--- config.mk ---
export PLATFORM = sky130hd
export DESIGN_NAME = framebuffer_readback
export DESIGN_NICKNAME = d
export VERILOG_FILES = /design/src/rtl/framebuffer_readback_pkg.sv /design/src/rtl/readback_uart_tx.sv /design/src/rtl/framebuffer_readback.sv
export SDC_FILE = /design/constraint.sdc
export NUM_CORES = 1
export LEC_CHECK = 0
export CORE_MARGIN = 10
export CORE_UTILIZATION = 58
export CTS_CLUSTER_DIAMETER = 40
export DETAILED_ROUTE_END_ITERATION = 10
export PLACE_DENSITY = 0.9
export SETUP_SLACK_MARGIN = 0.5
export SYNTH_ARGS = -nofsm -noshare
export SYNTH_HDL_FRONTEND = slang
export SYNTH_SLANG_ARGS = --single-unit
--- constraint.sdc ---
create_clock -name clk_in -period 2.95 [get_ports clk_in]
set_input_delay 0.7375 -clock clk_in [delete_from_list [all_inputs] [get_ports clk_in]]
set_output_delay 0.7375 -clock clk_in [all_outputs]
set_load 0.02 [all_outputs]
--- src/rtl/framebuffer_readback_pkg.sv ---
// -----------------------------------------------------------------------------
// framebuffer_readback_pkg
// Shared definitions for the row readback transmitter: frame state encoding,
// default header byte, default row length and the resulting frame length.
// Also used by the host-side model and the bench.
// -----------------------------------------------------------------------------
package framebuffer_readback_pkg;

    // Frame sequencer states
    typedef enum logic [2:0] {
        ST_IDLE = 3'd0,
        ST_HDR  = 3'd1,
        ST_IDX  = 3'd2,
        ST_DATA = 3'd3,
        ST_CSUM = 3'd4,
        ST_FIN  = 3'd5
    } state_t;

    localparam logic [7:0] RB_HEADER_BYTE   = 8'h52;   // "R"
    localparam int         RB_BYTES_PER_ROW = 128;     // 64 px x RGB565
    localparam int         RB_FRAME_BYTES   = 3 + RB_BYTES_PER_ROW;

    // Frame length for an arbitrary row length: header + index + data + checksum
    function automatic int frame_bytes(input int bytes_per_row);
        return 3 + bytes_per_row;
    endfunction

endpackage

--- src/rtl/readback_uart_tx.sv ---
// -----------------------------------------------------------------------------
// readback_uart_tx
// 8N1 UART transmitter, LSB first, idle high. A byte presented with `load`
// is framed as start(0), d0..d7, stop(1), each bit held TICKS cycles.
// `ready` is high on the final tick of the stop bit so the next byte can be
// loaded on that same edge with no idle gap. The line output is registered,
// so it trails the internal shift register by one cycle.
//
// Ports:
//   clk_in  in  1  clock
//   reset   in  1  asynchronous active-low reset
//   data    in  8  byte to send, sampled when load=1
//   load    in  1  start sending `data` (overrides any byte in flight)
//   ready   out 1  final tick of the stop bit
//   tx_out  out 1  serial line
// -----------------------------------------------------------------------------
module readback_uart_tx #(
    parameter int TICKS  = 434,
    parameter int TICK_W = 9
) (
    input  logic       clk_in,
    input  logic       reset,
    input  logic [7:0] data,
    input  logic       load,
    output logic       ready,
    output logic       tx_out
);

    logic [9:0]        shift_r;
    logic [TICK_W-1:0] tick_r;
    logic [3:0]        bit_r;
    logic              active_r;
    logic              tx_r;
    logic              last_tick_s;

    assign last_tick_s = active_r && (tick_r == TICK_W'(TICKS - 1));
    assign ready       = last_tick_s && (bit_r == 4'd9);
    assign tx_out      = tx_r;

    // Bit timing and shift register; a load restarts the frame at the start bit
    always_ff @(posedge clk_in or negedge reset) begin
        if (!reset) begin
            shift_r  <= 10'h3FF;
            tick_r   <= '0;
            bit_r    <= 4'd0;
            active_r <= 1'b0;
        end else if (load) begin
            shift_r  <= {1'b1, data, 1'b0};
            tick_r   <= '0;
            bit_r    <= 4'd0;
            active_r <= 1'b1;
        end else if (active_r) begin
            if (last_tick_s) begin
                tick_r  <= '0;
                shift_r <= {1'b1, shift_r[9:1]};
                bit_r   <= bit_r + 4'd1;
                if (bit_r == 4'd9) begin
                    active_r <= 1'b0;
                end
            end else begin
                tick_r <= tick_r + TICK_W'(1);
            end
        end
    end

    // Registered line driver; idles high and returns high on reset
    always_ff @(posedge clk_in or negedge reset) begin
        if (!reset) begin
            tx_r <= 1'b1;
        end else begin
            tx_r <= active_r ? shift_r[0] : 1'b1;
        end
    end

endmodule

--- src/rtl/framebuffer_readback.sv ---
// -----------------------------------------------------------------------------
// framebuffer_readback
// Reads one framebuffer row through the 8-bit RAM port and sends it over
// UART as: header, row index, BYTES_PER_ROW data bytes, checksum (XOR of the
// index byte and all data bytes). Data bytes are prefetched one byte ahead so
// bytes go out back-to-back.
//
// Ports:
//   clk_in          in  1               clock
//   reset           in  1               asynchronous active-low reset
//   start           in  1               readback request (accepted when idle)
//   row             in  ROW_WIDTH       row to read, latched on acceptance
//   busy            out 1               frame in progress
//   done            out 1               one-cycle pulse after the checksum
//   ram_address     out RAM_ADDR_WIDTH  framebuffer byte address
//   ram_clk_enable  out 1               read strobe, one cycle per data byte
//   ram_data_in     in  8               read data, valid 1 cycle after strobe
//   tx_out          out 1               UART 8N1 line
// -----------------------------------------------------------------------------
module framebuffer_readback #(
    parameter int         UART_TICKS_PER_BIT      = 434,
    parameter int         UART_TICKS_PER_BIT_SIZE = 9,
    parameter int         BYTES_PER_ROW           = framebuffer_readback_pkg::RB_BYTES_PER_ROW,
    parameter int         ROW_WIDTH               = 5,
    parameter int         RAM_ADDR_WIDTH          = 12,
    parameter logic [7:0] HEADER_BYTE             = framebuffer_readback_pkg::RB_HEADER_BYTE
) (
    input  logic                      clk_in,
    input  logic                      reset,
    input  logic                      start,
    input  logic [ROW_WIDTH-1:0]      row,
    output logic                      busy,
    output logic                      done,
    output logic [RAM_ADDR_WIDTH-1:0] ram_address,
    output logic                      ram_clk_enable,
    input  logic [7:0]                ram_data_in,
    output logic                      tx_out
);

    import framebuffer_readback_pkg::*;

    localparam logic [7:0] LAST_CNT = 8'(BYTES_PER_ROW);

    state_t                    state_r;
    state_t                    state_next_s;
    logic [ROW_WIDTH-1:0]      row_r;
    logic [7:0]                byte_cnt_r;     // data bytes handed to the UART
    logic [7:0]                csum_r;
    logic [7:0]                pref_r;         // next data byte, fetched ahead
    logic                      hdr_loaded_r;   // header already in the UART
    logic                      fetch_pend_r;   // RAM data arrives this cycle
    logic                      busy_r;
    logic                      done_r;
    logic                      ram_clk_enable_r;
    logic [RAM_ADDR_WIDTH-1:0] ram_address_r;

    logic                      load_s;
    logic [7:0]                tx_byte_s;
    logic                      accept_s;
    logic                      fetch_s;
    logic [7:0]                fetch_idx_s;
    logic                      csum_add_s;
    logic                      cnt_inc_s;
    logic                      ready_s;
    logic [RAM_ADDR_WIDTH-1:0] fetch_addr_s;

    assign busy           = busy_r;
    assign done           = done_r;
    assign ram_clk_enable = ram_clk_enable_r;
    assign ram_address    = ram_address_r;

    // row*BYTES_PER_ROW + index, truncated to the RAM address width
    assign fetch_addr_s = RAM_ADDR_WIDTH'(32'(row_r) * 32'(BYTES_PER_ROW) + 32'(fetch_idx_s));

    readback_uart_tx #(
        .TICKS  (UART_TICKS_PER_BIT),
        .TICK_W (UART_TICKS_PER_BIT_SIZE)
    ) u_tx (
        .clk_in (clk_in),
        .reset  (reset),
        .data   (tx_byte_s),
        .load   (load_s),
        .ready  (ready_s),
        .tx_out (tx_out)
    );

    // Next-state, UART load and RAM fetch decisions
    always_comb begin
        state_next_s = state_r;
        load_s       = 1'b0;
        tx_byte_s    = 8'h00;
        accept_s     = 1'b0;
        fetch_s      = 1'b0;
        fetch_idx_s  = 8'h00;
        csum_add_s   = 1'b0;
        cnt_inc_s    = 1'b0;
        case (state_r)
            ST_IDLE: begin
                if (start) begin
                    accept_s     = 1'b1;
                    state_next_s = ST_HDR;
                end else begin
                    state_next_s = ST_IDLE;
                end
            end
            ST_HDR: begin
                // The header is loaded one cycle after acceptance, which puts
                // the first start bit two cycles after the accepting edge.
                if (!hdr_loaded_r) begin
                    load_s    = 1'b1;
                    tx_byte_s = HEADER_BYTE;
                end else if (ready_s) begin
                    load_s       = 1'b1;
                    tx_byte_s    = 8'(row_r);
                    csum_add_s   = 1'b1;
                    fetch_s      = 1'b1;
                    fetch_idx_s  = 8'h00;
                    state_next_s = ST_IDX;
                end else begin
                    state_next_s = ST_HDR;
                end
            end
            ST_IDX, ST_DATA: begin
                if (ready_s) begin
                    if (byte_cnt_r == LAST_CNT) begin
                        load_s       = 1'b1;
                        tx_byte_s    = csum_r;
                        state_next_s = ST_CSUM;
                    end else begin
                        load_s       = 1'b1;
                        tx_byte_s    = pref_r;
                        csum_add_s   = 1'b1;
                        cnt_inc_s    = 1'b1;
                        state_next_s = ST_DATA;
                        // Fetch the byte after the one just loaded, if any
                        if ((byte_cnt_r + 8'd1) < LAST_CNT) begin
                            fetch_s     = 1'b1;
                            fetch_idx_s = byte_cnt_r + 8'd1;
                        end else begin
                            fetch_s = 1'b0;
                        end
                    end
                end else begin
                    state_next_s = state_r;
                end
            end
            ST_CSUM: begin
                if (ready_s) begin
                    state_next_s = ST_FIN;
                end else begin
                    state_next_s = ST_CSUM;
                end
            end
            ST_FIN: begin
                state_next_s = ST_IDLE;
            end
            default: begin
                state_next_s = ST_IDLE;
            end
        endcase
    end

    // State register and registered status outputs
    always_ff @(posedge clk_in or negedge reset) begin
        if (!reset) begin
            state_r      <= ST_IDLE;
            busy_r       <= 1'b0;
            done_r       <= 1'b0;
            hdr_loaded_r <= 1'b0;
        end else begin
            state_r      <= state_next_s;
            busy_r       <= (state_next_s != ST_IDLE);
            done_r       <= (state_r == ST_FIN);
            hdr_loaded_r <= (state_r == ST_HDR);
        end
    end

    // Row latch, checksum accumulation and data byte counter
    always_ff @(posedge clk_in or negedge reset) begin
        if (!reset) begin
            row_r      <= '0;
            csum_r     <= 8'h00;
            byte_cnt_r <= 8'h00;
        end else if (accept_s) begin
            row_r      <= row;
            csum_r     <= 8'h00;
            byte_cnt_r <= 8'h00;
        end else begin
            if (csum_add_s) begin
                csum_r <= csum_r ^ tx_byte_s;
            end
            if (cnt_inc_s) begin
                byte_cnt_r <= byte_cnt_r + 8'd1;
            end
        end
    end

    // RAM strobe/address generation and prefetch capture; the address holds
    // its last value between strobes
    always_ff @(posedge clk_in or negedge reset) begin
        if (!reset) begin
            ram_clk_enable_r <= 1'b0;
            ram_address_r    <= '0;
            fetch_pend_r     <= 1'b0;
            pref_r           <= 8'h00;
        end else begin
            ram_clk_enable_r <= fetch_s;
            if (fetch_s) begin
                ram_address_r <= fetch_addr_s;
            end
            fetch_pend_r <= ram_clk_enable_r;
            if (fetch_pend_r) begin
                pref_r <= ram_data_in;
            end
        end
    end

endmodule
==> impl_results.md <==
- Status: complete, no violations
- Row count: 29
- Reg clk slew, reported paths: 70 ps
- DPL Wire Length: between 5000 and 6000 µm
- # DRC: 0
- CTS hold repair buffers: 0
- Initial antenna violation count: 0
- Max IR drop VDD: about 0.34 mV
- Worst EP required: around 3200 ps
- Top post-synthesis cells by area: dfrtp_1, dfstp_2, mux2i_1
- Hold Slack: roughly 390 ps
- Top cell type's share of synthesized area: ~42%
- Synth Instances: 355
- Final min period: between 2000 and 2500 ps
- Clock Path Buffers: 2
- # setup viols final: 0
- Number of detailed-route iterations in the first pass: 5
- Relative max-transition margin: 58.4%
- Placeable Area: 0.00628 mm²
- Clock sink count: 73
- Vias: just under 3000
- Chip width: roughly 100 µm
- Layout area overhead: 18.1%
- IO Pins: 32
- CTS Root Cell: clkbuf_8
- Unrepaired setup endpoints after global routing: no
- Largest net degree at the start of global routing: 74
- First-pass GRT wire length: 14300 µm
- Worst skew pair latency: 350 ps
- Reg power frac: ~52%
- Switching part of the total power: between 20% and 30%
- Final setup margin: slightly below 600 ps
- Main synth FF type: dfrtp_1
- CTS tree: yes
- Clock Power Share: 44.8%
- Part of the power in combinational logic: about 3.6%
- Top delay family on crit path: simple AND/OR/NAND/NOR gates
- GR Overflow Total: 0
- Via-to-Cell Ratio: around 6.1
- Hold crit path type: input pin to asynchronous set/reset pin
- Register bit total from synthesis: 73
- # nets final: approximately 410
- Die area: approximately 0.01 mm²
- Initial Util: 59.2%
- Pins over their slew limit: 0
- Final Hold Vio Count: 0
- CP Data Arrival Time: between 2000 and 3000 ps
- Area leader, netlist: dfrtp_1
- Setup CP Type: flip-flop to flip-flop
- Sw power: ~0.43 mW
- Max_cap viols: 0
- Final Cycle Share: roughly four fifths
- Buf/Inv on CP: 1
- Critical Path Start Type: flip-flop
- Slew @ Worst Pin: 621 ps
- Global-route usage over all layers: roughly 17%
- Slowest stage delay, CP: roughly 520 ps
- Iter 0 DRT Violations: about 190
- Die height: about 100 µm
- Asr flop ratio synth: between 90% and 100%
- Count of cell types in the netlist: 59
- Internal Power: 1.57 mW
- N_diodes: 0
- CTS buffer count: 9
- Cell Chain, Critical Path: nand4bb_2, nor4_4, buf_4, a2111oi_4, or4_1, a21oi_1
- Total number of yosys warnings: 0
- Post-synth EDFFs: 0
- Slowest-stage cell, CP: or4_1
- Post-route ant nets: 0
- GP Congestion: 0.806
- CP Capture Type: flip-flop
- I/O Buffers: 31
- Layout cells sized above 1: between 20% and 30%
- Post-Route Skew: between 6 and 7 ps
- WL/cell: 18.0 µm
- Vias in the first global route: roughly 3000
- Syn Area/Cell: around 10 µm²
- Max Clock Freq: between 400 and 500 MHz
- H-Tree Level Count: 3
- Crit-path max FO: 17
- Mapped Area: ~0.0037 mm²
- Placement Setup Slack: around 420 ps
- Syn nets: between 300 and 400
- Final WL: ~8600 µm
- Seq/Total Area, Yosys: between 40% and 50%
- Layout Utilization: approximately 70%
- Leakage power: around 1.9 nW
- Power Dens Cells: 455 mW/mm²
- TNS Setup: 0 ps
==> logic make-up (layout without fill, tap and decap cells) <==
| logic type | count (synthesis) | after routing | synth area share (%) |
|---|---|---|---|
| mux | 29 | 29 | 8.25 |
| xor+xnor | 14 | 14 | 3.30 |
| compound gates | 68 | 68 | 12.1 |
| simple gates | 140 | 140 | 21.5 |
| buf+inv | 25 | 67 | 3.27 |
| fa+ha+maj | 6 | 6 | 2.02 |
| flops | 73 | 73 | 49.5 |
==> worst register-to-register path: stages, from the launching register on <==
cell and delay (ps):
dfrtp_1 440, nand4bb_2 430, nor4_4 330, buf_4 270, a2111oi_4 110, or4_1 520, a21oi_1 170
==> layout make-up <==
cell class,count,area [µm²]
Fill cell,454,1890
Sequential cell,73,1840
Multi-Input combinational cell,257,1780
Timing Repair Buffer,43,408
Clock buffer,11,151
Tap cell,77,96.3
Clock inverter,5,77.6
Inverter,8,30.0
==> timing repair <==
action                     4_1_cts  5_1_grt
gates resized for setup          1        3
pin swaps                        1        0
setup endpoints to repair       12       15
setup buffers                    2        1
==> power groups by stage <==
stage	Combinational [mW]	Sequential [mW]	Clock, mW
after floorplan	0.0272	1.04	0
after global placement	0.0696	1.04	0
after detailed placement	0.0725	1.05	0
after CTS	0.0734	1.03	0.903
after global routing	0.0800	1.03	0.940
final	0.0722	1.03	0.894
==> routing by layer <==
metal	part of all wire, %	vias to the layer above	global-route usage (%)	routed length [µm]
li1	-	1339	-	-
met5	0	-	0	0
met3	4.5	19	4.12	385
met1	42	1447	20.3	3550
met4	2.2	0	7.72	187
met2	52	78	29.8	4430
==> cells in the final DEF, fill, tap and decap left out, types with 3 or more instances in the layout <==
master / instances
xnor2_1: 6
nand2b_1: 3
mux2_2: 13
mux2i_1: 16
o31ai_1: 4
clkdlybuf4s50_1: 30
and3_2: 5
a21oi_1: 10
a2bb2oi_1: 4
a21boi_1: 4
a31oi_1: 3
dfrtp_1: 63
and2_1: 5
clkbuf_8: 11
xor2_1: 8
o21ai_0: 24
nand3_1: 23
or3_1: 8
nand4_1: 3
ha_1: 6
a22oi_1: 3
or2_2: 7
dfstp_2: 10
nor2_1: 24
inv_1: 8
buf_4: 11
nand2_1: 36
nand3b_1: 4
==> per-stage QoR <==
step	power, mW	cell area [µm²]	instances
2_1_floorplan	1.07	3710	355
3_3_place_gp	1.11	4120	455
3_5_place_dp	1.12	4120	455
4_1_cts	2.00	4370	473
5_1_grt	2.05	4380	474
6_report	1.99	4380	474
==> flip-flops by register name (all words and copies together), names as in the netlist, 4 cells and up <==
register      flops
ram_address      12
u_tx.shift_r      9
u_tx.tick_r       9
byte_cnt_r        8
csum_r            8
pref_r            8
row_r             5
u_tx.bit_r        4
==> path summary, 6_finish.rpt <==
| kind | from | end | slack [ps] | cells after the start |
|---|---|---|---|---|
| max in group asynchronous | reset | u_tx.shift_r[6]$_DFFE_PN1P_ | 2210 | 2 |
| hold reg to reg | ram_clk_enable$_DFF_PN0_ | fetch_pend_r$_DFF_PN0_ | 390 | 0 |
| min in group clk_in | ram_clk_enable$_DFF_PN0_ | fetch_pend_r$_DFF_PN0_ | 390 | 0 |
| setup reg to reg | u_tx.tick_r[2]$_DFFE_PN0P_ | u_tx.tick_r[8]$_DFFE_PN0P_ | 590 | 6 |
| setup / recovery | u_tx.tick_r[2]$_DFFE_PN0P_ | u_tx.tick_r[8]$_DFFE_PN0P_ | 590 | 6 |
| hold / removal | reset | u_tx.tick_r[6]$_DFFE_PN0P_ | 390 | 2 |
==> cell usage after synthesis, types with 4 or more instances <==
master      n
a21oi_1    10
a2bb2oi_1   4
and2_1      5
and3_2      5
clkbuf_1   10
dfrtp_1    63
dfstp_2    10
ha_1        6
inv_1       8
mux2_2     13
mux2i_1    16
nand2_1    36
nand3_1    23
nand3b_1    4
nor2_1     24
o21ai_0    24
o31ai_1     4
or2_2       7
or3_1       8
xnor2_1     6
xor2_1      8
(Power assumes the default switching activity.)
